===== config.mk =====
export PLATFORM = sky130hd
export DESIGN_NAME = bcd_addsub_serial_flat
export DESIGN_NICKNAME = d
export VERILOG_FILES = /design/src/rtl/bcd_addsub_serial_pkg.sv /design/src/rtl/bcd_addsub_serial_if.sv /design/src/rtl/bcd_addsub_serial_digit_add.sv /design/src/rtl/bcd_addsub_serial.sv /design/src/flat_wrapper.sv
export SDC_FILE = /design/constraint.sdc
export NUM_CORES = 1
export LEC_CHECK = 0
export ABC_AREA = 0
export BUFFER_PORTS_ARGS = -buffer_cell sky130_fd_sc_hd__clkbuf_2
export CAP_MARGIN = 20
export CORE_MARGIN = 10
export CORE_UTILIZATION = 29
export DETAILED_ROUTE_END_ITERATION = 16
export HOLD_SLACK_MARGIN = 0.08
export PLACE_DENSITY_LB_ADDON = 0.15
export SLEW_MARGIN = 30
export SYNTH_ARGS = -nofsm -noshare
export SYNTH_HDL_FRONTEND = slang
export SYNTH_SLANG_ARGS = --single-unit

===== constraint.sdc =====
create_clock -name clk -period 6.4 [get_ports clk]
set_input_delay 1.6 -clock clk [delete_from_list [all_inputs] [get_ports clk]]
set_output_delay 1.6 -clock clk [all_outputs]
set_load 0.02 [all_outputs]

===== src/rtl/bcd_addsub_serial_pkg.sv =====
// Shared types and constants for the serial sign-magnitude BCD add/subtract block.
package bcd_pkg;

    typedef logic [3:0] bcd_digit_t;

    typedef enum logic [1:0] {
        IDLE = 2'd0,
        ADD  = 2'd1,
        FIX  = 2'd2,
        DONE = 2'd3
    } state_t;

    localparam bcd_digit_t BCD_NINE = 4'd9;
    localparam bcd_digit_t BCD_CORR = 4'd6;

endpackage


===== src/rtl/bcd_addsub_serial_if.sv =====
// Start/busy/done bus of the serial BCD add/subtract block.
// BCD_DIGIT_CHECK_EN adds the err flag for illegal input digits.
interface bcd_addsub_serial_if #(parameter int NDIG = 4);

    logic                start;
    logic                op_sub;
    logic                a_sign;
    logic [4*NDIG-1:0]   a;
    logic                b_sign;
    logic [4*NDIG-1:0]   b;
    logic                busy;
    logic                done;
    logic [4*NDIG-1:0]   result;
    logic                r_sign;
    logic                overflow;
`ifdef BCD_DIGIT_CHECK_EN
    logic                err;

    modport master (
        output start, op_sub, a_sign, a, b_sign, b,
        input  busy, done, result, r_sign, overflow, err
    );

    modport slave (
        input  start, op_sub, a_sign, a, b_sign, b,
        output busy, done, result, r_sign, overflow, err
    );
`else
    modport master (
        output start, op_sub, a_sign, a, b_sign, b,
        input  busy, done, result, r_sign, overflow
    );

    modport slave (
        input  start, op_sub, a_sign, a, b_sign, b,
        output busy, done, result, r_sign, overflow
    );
`endif

endinterface


===== src/rtl/bcd_addsub_serial_digit_add.sv =====
// Single BCD digit adder with optional nine's complement of the y operand.
module bcd_digit_add
    import bcd_pkg::*;
(
    input  bcd_digit_t x,
    input  bcd_digit_t y,
    input  logic       cin,
    input  logic       comp_y,
    output bcd_digit_t s,
    output logic       cout
);

    // Binary sums above 9 skip the six unused codes to wrap back into BCD.
    function automatic logic [4:0] bcd_correct(input logic [4:0] bin);
        logic [4:0] r;
        if (bin > 5'd9) begin
            r = {1'b1, bin[3:0] + BCD_CORR};
        end else begin
            r = bin;
        end
        return r;
    endfunction

    bcd_digit_t yv;
    logic [4:0] bin;
    logic [4:0] fixed;

    always_comb begin
        yv    = comp_y ? (BCD_NINE - y) : y;
        bin   = {1'b0, x} + {1'b0, yv} + {4'b0000, cin};
        fixed = bcd_correct(bin);
        s     = fixed[3:0];
        cout  = fixed[4];
    end

endmodule


===== src/rtl/bcd_addsub_serial.sv =====
// NDIG-digit signed BCD add/subtract, one digit per clock LSD first, with a
// recomplement pass for negative differences. BCD_DIGIT_CHECK_EN adds input digit checking.
module bcd_addsub_serial
    import bcd_pkg::*;
#(
    parameter int NDIG = 4
) (
    input  logic               clk,
    input  logic               rst_n,
    bcd_addsub_serial_if.slave bus
);

    localparam int IDXW = (NDIG > 1) ? $clog2(NDIG) : 1;

    state_t                   state, state_nxt;
    logic [IDXW-1:0]          idx;
    logic                     carry;
    logic [NDIG-1:0][3:0]     a_q, b_q, result_q, res_nxt;
    logic                     a_sign_q, eb_q, sub_q;
    logic                     r_sign_q, ovf_q;
    logic                     busy_c, done_c;
    logic                     last;
    logic                     eb_in, sub_in;

    bcd_digit_t               add_x, add_y, add_s;
    logic                     add_comp, add_cout;

`ifdef BCD_DIGIT_CHECK_EN
    logic                     err_q;
    logic                     bad_in;

    always_comb begin
        bad_in = 1'b0;
        for (int i = 0; i < NDIG; i++) begin
            if (bus.a[i*4 +: 4] > BCD_NINE || bus.b[i*4 +: 4] > BCD_NINE) begin
                bad_in = 1'b1;
            end
        end
    end

    assign bus.err = err_q;
`endif

    assign last   = (idx == IDXW'(NDIG - 1));
    assign eb_in  = bus.b_sign ^ bus.op_sub;
    assign sub_in = bus.a_sign ^ eb_in;

    // FIX reuses the digit adder as (9 - result digit) + carry.
    always_comb begin
        add_x    = a_q[idx];
        add_y    = b_q[idx];
        add_comp = sub_q;
        if (state == FIX) begin
            add_x    = '0;
            add_y    = result_q[idx];
            add_comp = 1'b1;
        end
        res_nxt      = result_q;
        res_nxt[idx] = add_s;
    end

    bcd_digit_add u_digit_add (
        .x      (add_x),
        .y      (add_y),
        .cin    (carry),
        .comp_y (add_comp),
        .s      (add_s),
        .cout   (add_cout)
    );

    always_ff @(posedge clk) begin
        if (!rst_n) begin
            state <= IDLE;
        end else begin
            state <= state_nxt;
        end
    end

    always_comb begin
        state_nxt = state;
        case (state)
            IDLE: begin
                if (bus.start) begin
`ifdef BCD_DIGIT_CHECK_EN
                    state_nxt = bad_in ? DONE : ADD;
`else
                    state_nxt = ADD;
`endif
                end
            end
            ADD: begin
                if (last) begin
                    state_nxt = (!sub_q || add_cout) ? DONE : FIX;
                end
            end
            FIX: begin
                if (last) begin
                    state_nxt = DONE;
                end
            end
            DONE:    state_nxt = IDLE;
            default: state_nxt = IDLE;
        endcase
    end

    always_comb begin
        busy_c = (state != IDLE);
        done_c = (state == DONE);
    end

    // Sign is settled together with the last digit so it is valid during done.
    always_ff @(posedge clk) begin
        if (!rst_n) begin
            idx      <= '0;
            carry    <= 1'b0;
            a_q      <= '0;
            b_q      <= '0;
            a_sign_q <= 1'b0;
            eb_q     <= 1'b0;
            sub_q    <= 1'b0;
            result_q <= '0;
            r_sign_q <= 1'b0;
            ovf_q    <= 1'b0;
`ifdef BCD_DIGIT_CHECK_EN
            err_q    <= 1'b0;
`endif
        end else begin
            case (state)
                IDLE: begin
                    if (bus.start) begin
                        a_q      <= bus.a;
                        b_q      <= bus.b;
                        a_sign_q <= bus.a_sign;
                        eb_q     <= eb_in;
                        sub_q    <= sub_in;
                        carry    <= sub_in;
                        idx      <= '0;
                        ovf_q    <= 1'b0;
`ifdef BCD_DIGIT_CHECK_EN
                        err_q    <= bad_in;
                        if (bad_in) begin
                            result_q <= '0;
                            r_sign_q <= 1'b0;
                        end
`endif
                    end
                end
                ADD: begin
                    result_q <= res_nxt;
                    carry    <= add_cout;
                    idx      <= idx + 1'b1;
                    if (last) begin
                        idx <= '0;
                        if (!sub_q) begin
                            ovf_q    <= add_cout;
                            r_sign_q <= a_sign_q & (|res_nxt);
                        end else if (add_cout) begin
                            r_sign_q <= a_sign_q & (|res_nxt);
                        end else begin
                            carry <= 1'b1;
                        end
                    end
                end
                FIX: begin
                    result_q <= res_nxt;
                    carry    <= add_cout;
                    idx      <= idx + 1'b1;
                    if (last) begin
                        idx      <= '0;
                        r_sign_q <= eb_q & (|res_nxt);
                    end
                end
                default: begin
                end
            endcase
        end
    end

    assign bus.busy     = busy_c;
    assign bus.done     = done_c;
    assign bus.result   = result_q;
    assign bus.r_sign   = r_sign_q;
    assign bus.overflow = ovf_q;

endmodule

===== src/flat_wrapper.sv =====
// flat-port wrapper written by rule: the top's interface ports become plain ports
module bcd_addsub_serial_flat import bcd_pkg::*;
#(
    parameter int NDIG = 4
)
  (clk, rst_n, bus_start, bus_op_sub, bus_a_sign, bus_a, bus_b_sign, bus_b, bus_busy, bus_done, bus_result, bus_r_sign, bus_overflow);
  bcd_addsub_serial_if #(.NDIG(NDIG)) bus_i ();
  input  logic clk;
  input  logic rst_n;
  input wire logic [$bits(bus_i.start)-1:0] bus_start;
  input wire logic [$bits(bus_i.op_sub)-1:0] bus_op_sub;
  input wire logic [$bits(bus_i.a_sign)-1:0] bus_a_sign;
  input wire logic [$bits(bus_i.a)-1:0] bus_a;
  input wire logic [$bits(bus_i.b_sign)-1:0] bus_b_sign;
  input wire logic [$bits(bus_i.b)-1:0] bus_b;
  output wire logic [$bits(bus_i.busy)-1:0] bus_busy;
  output wire logic [$bits(bus_i.done)-1:0] bus_done;
  output wire logic [$bits(bus_i.result)-1:0] bus_result;
  output wire logic [$bits(bus_i.r_sign)-1:0] bus_r_sign;
  output wire logic [$bits(bus_i.overflow)-1:0] bus_overflow;
  assign bus_i.start = bus_start;
  assign bus_i.op_sub = bus_op_sub;
  assign bus_i.a_sign = bus_a_sign;
  assign bus_i.a = bus_a;
  assign bus_i.b_sign = bus_b_sign;
  assign bus_i.b = bus_b;
  assign bus_busy = bus_i.busy;
  assign bus_done = bus_i.done;
  assign bus_result = bus_i.result;
  assign bus_r_sign = bus_i.r_sign;
  assign bus_overflow = bus_i.overflow;
  bcd_addsub_serial #(.NDIG(NDIG)) u_core (.clk(clk), .rst_n(rst_n), .bus(bus_i));
endmodule

; Word-level counts from Yosys, hierarchy flattened
; Cells that the tools add are included.
[op_classes]
n_eq_ne = 9
n_bitwise = 4
add_sub_neg = 5
order_cmp = 3
mux = 35
reduce_logical = 17
[ops]
columns = op, count
row1 = 2-to-1 mux 4 bit, 7
row2 = binary-select mux 4 bit (select 2 bit), 3
row3 = bitwise mux 16 bit, 1
row4 = OR reduction 16 bit, 1
row5 = 2-to-1 mux 1 bit, 12
row6 = 2-to-1 mux 2 bit, 5
row7 = demux 4 bit (select 2 bit), 1
row8 = one-hot mux 2 bit (4 select lines), 1
row9 = AND reduction 4 bit, 2
row10 = nonzero test 2 bit, 4
row11 = == test 2 bit (second input constant), 3
row12 = AND reduction 2 bit, 3
row13 = adder 4 x 4 -> 5 bit, 1
row14 = adder 5 x 1 -> 5 bit, 1
row15 = > comparator 5 x 4 -> 1 bit (second input constant), 1
row16 = 2-to-1 mux 5 bit, 1
row17 = adder 4 x 3 -> 4 bit (second input constant), 1
row18 = != test 2 x 1 -> 1 bit (second input constant), 2
row19 = != test 2 bit (second input constant), 2
row20 = one-hot mux 1 bit (2 select lines), 2
row21 = one-hot mux 2 bit (2 select lines), 1
row22 = subtractor 4 bit (first input constant), 1
row23 = < comparator 2 x 3 -> 1 bit (second input constant), 1
row24 = != test 3 bit (second input constant), 1
row25 = 13 further kinds, 15
[totals]
out_inout_bits = 20
regBits = 58
wordCells = 93
in_bits = 38

; Logic depth before layout (Yosys ltp)
[depth]
ltp_word = 16
mapped_depth = 19
ltp_nobuf = 17

; Modules after synthesis
; A second synthesis with hierarchy kept.
[hier_totals]
hier_cells = 371
area_unflattened_um2 = 3148.0
[by_module_without_submodules]
columns = mod, seq_area_each_um2, instances, area_per_inst_um2, cells_each
row1 = bcd_addsub_serial, 1161.1, 1, 2869.0, 335
row2 = bcd_digit_add, 0.0, 1, 279.0, 36

; Worst setup path after synthesis
; OpenSTA, ideal clock, no wires.
[synth_path]
kind = register -> register
start = register u_core.idx[0]
end = register u_core.result_q, in the netlist u_core.bus.result[6]
stages_incl_launch_ff = 19
arrival_ns = 3.944
period_less_slack_ns = 4.014
path_slack_ns = 2.386
required_ns = 6.330
setup_ns = 0.070
cell_sequence = dfxtp_1 buf_2 buf_2 mux4_2 mux2i_1 ha_1 mux2_2 ha_1 xor2_2 inv_1 ha_1 nand2_1 o31ai_2 nor3b_2 nand2b_4 buf_8 mux2i_2 nand3_1 a21boi_1
[synth_between]
elab_chain_len = 10
word_cells_on_any_way = 21
cone_classes = add/sub: 4 / order compare: 3 / mux: 13 / reduce/logical: 1
[synth_lines]
columns = element, line_no
row1 = start: declaration, bcd_addsub_serial.sv:16  ; logic [IDXW-1:0] idx;
row2 = start signal: assignment, bcd_addsub_serial.sv:151  ; idx <= idx + 1'b1;
row3 = start signal: assignment, bcd_addsub_serial.sv:167  ; idx <= idx + 1'b1;
row4 = binary-select mux 4 bit (select 2 bit) (on tied branches), "bcd_addsub_serial.sv:51, bcd_addsub_serial.sv:55"
row5 = 2-to-1 mux 4 bit (on tied branches), "bcd_addsub_serial.sv:51, bcd_addsub_serial.sv:55"
row6 = 2-to-1 mux 4 bit, bcd_addsub_serial.sv:53  ; if (state == FIX) begin
row7 = subtractor 4 bit, bcd_addsub_serial_digit_add.sv:29  ; yv = comp_y ? (BCD_NINE - y) : y;
row8 = 2-to-1 mux 4 bit, bcd_addsub_serial_digit_add.sv:29
row9 = adder 4 x 4 -> 5 bit, bcd_addsub_serial_digit_add.sv:30  ; bin = {1'b0, x} + {1'b0, yv} + {4'b0000, cin};
row10 = adder 5 x 1 -> 5 bit, bcd_addsub_serial_digit_add.sv:30
row11 = adder 4 x 3 -> 4 bit or > comparator 5 x 4 -> 1 bit (tied branches), "bcd_addsub_serial_digit_add.sv:17, bcd_addsub_serial_digit_add.sv:16"
row12 = 2-to-1 mux 5 bit, bcd_addsub_serial_digit_add.sv:16  ; if (bin > 5'd9) begin
row13 = bitwise mux 16 bit *, bcd_addsub_serial.sv:59  ; res_nxt[idx] = add_s;
row14 = end signal: assignment, bcd_addsub_serial.sv:149  ; result_q <= res_nxt;
row15 = end signal: assignment, bcd_addsub_serial.sv:165  ; result_q <= res_nxt;
row16 = end: declaration, bcd_addsub_serial.sv:18  ; logic [NDIG-1:0][3:0] a_q, b_q, result_q, res_nxt;
; Every way passes the cells marked *; elsewhere a longest branch is shown, timed or not. The select of a mux whose other input is x is not followed.
; A chain may end at the register's enable or synchronous reset.

; Worst setup path after layout
[layout_path]
start = register u_core.idx[1]
end = register u_core.result_q, in the netlist u_core.bus.result[10]
; Same word-level chain as after synthesis.

==> metrics.txt <==
status finished, final reports clean; Fmax 0.2332 GHz; #FFs+latches synth 58; Synth Cell Area 3257 µm²; vias in the first global route 2753; Nets 471; Inst Count DP 547; Die H 126.0 µm; Unique masters post-synth 54; Final Instance Count excl. Fillers 563; vias 2714; Post CTS Setup Buffer Count 0; pre-CTS setup slack 1.779 ns; PortBufs 57; Rows 38; via/cell ratio 4.821; area occupied by registers 1162 µm²; Worst Setup End Kind flip-flop; Clock Pin Slew Worst Setup and Hold Paths 0.05 ns; pin count of the biggest net entering global routing 60; total power 2.030 mW; Slew HR 0.4884; area leader, netlist dfxtp_1; CTS Sinks 58; final-report setup violation count 0; switching power 838.6 µW; Pleak 1.581 nW; clk root buf clkbuf_16; Net Sw Frac 0.4131; Area after DPL 3628 µm²; initial core utilization 0.2978; Die X 126.0 µm; worst slew pin tran 0.7664 ns; Pre-Repair DR Iteration Count 4; Finished Core Util 0.3595; RSZ-0062 raised after global routing no; Mapped Cells 371; area of the multi-input gates 1947 µm²; CTS Buf Count 9; cell internal pwr 1.191 mW; Max IR drop VDD 0.0001951 V; core region area 10940 µm²; Max Cap Violations 0; Critical path buffers and inverters 1; asr flop ratio synth 0; grt met1 use 0.1262; # resized after CTS 0; initial antenna violation count 0; Top Family by Delay on Critical Path multiplexers; clock power share 0.241; CP Class reg -> reg; grt met2 use 0.1811; Worst-Skew Late Latency 0.33 ns; CP Data Arrival Time 4.55 ns; GRT met3 Usage 0.02978; Congestion Overflow GR 0; Worst Path Required 6.66 ns; Synth Area per Inst 8.779 µm²; Fin. Hold Viols 0; synth cell count leaders nand2_1 (97), dfxtp_1 (58), a21boi_0 (34); post-synth top area share 0.3565; wire per inst 15.33 µm; clk buf depth 2; post-synthesis sequential area ratio 0.3565; CTS Hold Buffers Added 0; startpoint type of the worst setup path flip-flop; fin crit share 0.6701; Synth Net Count 424; Top Usage Layer GRT met2; Total Wirelength 8633 µm; number of flops mapped to enable cells by yosys 0; Worst Path Max Fanout 16; most common cell in the synthesized netlist nand2_1; Slew Limit Fails 0; H-tree depth 3; combinational fraction of design power 0.512; final worst slack 2.111 ns; PwrDens 516.4 nW/µm²; FILL cells 1173; hold slack 0.4599 ns; DR iter-0 viols 96; crit-path max cell delay 0.81 ns; sequential share of power 0.247; Total Routing Usage GR 0.1104; die area 15870 µm²; I/O pin count 58; CTS tree built; Worst path slowest cell dfxtp_1; drt drc 0; Primary FF master, synth dfxtp_1; Layout area overhead 20.71%; Final min period 4.289 ns; ranking of synthesized cells by area dfxtp_1 (36%), nand2_1 (11%), mux4_2 (8.3%); RePlAce Congestion 0.8167; # diodes 0; Finished Cell Area 3931 µm²; Layout Skew 0.007558 ns; layout cell share with drive strength beyond 1 0.2340; global-route wire length before repair 14210 µm; Crit path top cell by count ha_1; Post-DRT Antenna Nets 0; setup tns final 0 ns; Post-DP HPWL 6389 µm; yosys warns 0; crit path cell chain mux4_2 > mux2i_1 > ha_1 > mux2_2 > ha_1 > xor2_2 > inv_1 > ha_1 > nand2_1 > o31ai_2 > nor3b_2 > nand2b_4 > mux2i_2 > nand3_1 > a21boi_1; hold crit path type reg -> reg
-- area by class of cell --
class                      instances  area share
clock buffer                      14     0.06715
clock inverter                     2    0.008912
inverter                          12     0.01146
multi-input combinational        278      0.4952
sequential                        58      0.2957
tap                              140     0.04456
timing repair buffer              59     0.07702
-- placed cells by master, fill, tap and decap left out, types with 4 or more instances in the layout --
cell       instances
a21boi_0          34
clkbuf_2          56
mux2i_1            5
clkbuf_16          9
o21ai_1            5
nor2b_1            7
and2_1            14
nor2_1             9
nand2_1           97
mux4_2            12
inv_1             12
dfxtp_1           57
a21oi_1            4
o21ai_0           16
nand3_1            5
a21boi_1           4
ha_1              13
-- power groups by stage --
| stage | Clock [mW] | Combinational, mW | Sequential [mW] |
|---|---|---|---|
| global placement | 0 | 1.05 | 0.511 |
| global route | 0.513 | 1.16 | 0.514 |
| floorplan | 0 | 0.866 | 0.480 |
| CTS | 0.498 | 1.05 | 0.504 |
| finish | 0.489 | 1.04 | 0.501 |
| detailed placement | 0 | 1.05 | 0.511 |
-- registers in the layout, indices dropped and copies added (netlist names) --
name                 flops
u_core.bus.r_sign        1
u_core.bus.result       16
u_core.idx               2
u_core.sub_q             1
u_core.a_q              16
u_core.state             2
u_core.carry             1
u_core.a_sign_q          1
u_core.b_q              16
u_core.eb_q              1
u_core.bus.overflow      1
-- cells by family (layout without fill, tap and decap cells) --
group	Yosys count	after routing	share of synthesized area
simple gates	151	151	0.2144
compound gates	85	85	0.1848
flops	58	58	0.3565
buf+inv	35	87	0.04571
mux	20	20	0.1129
fa+ha+maj	15	15	0.06224
xor+xnor	7	7	0.02344
-- routing by layer --
metal / share of wire / vias to the layer above
met1: 0.44 / 1269
li1: - / 1373
met2: 0.49 / 58
met4: 0.028 / 0
met3: 0.039 / 14
met5: 0 / -
-- worst register-to-register path, cell delays in order (launching register included) --
cell and delay, ns:
dfxtp_1 0.81, mux4_2 0.42, mux2i_1 0.20, ha_1 0.26, mux2_2 0.26, ha_1 0.37
xor2_2 0.28, inv_1 0.13, ha_1 0.25, nand2_1 0.10, o31ai_2 0.10, nor3b_2 0.21
nand2b_4 0.23, mux2i_2 0.32, nand3_1 0.12, a21boi_1 0.15
-- final timing paths --
| check | from | endpoint | slack [ns] | cells after the start |
|---|---|---|---|---|
| worst max-delay path | u_core.idx[1] | u_core.bus.result[10] | 2.11 | 15 |
| worst min-delay path | u_core.b_q[14] | u_core.b_q[14] | 0.46 | 2 |
| worst max register to register | u_core.idx[1] | u_core.bus.result[10] | 2.11 | 15 |
| worst min register to register | u_core.b_q[14] | u_core.b_q[14] | 0.46 | 2 |
Note: power is estimated with default switching activity, not from simulation.
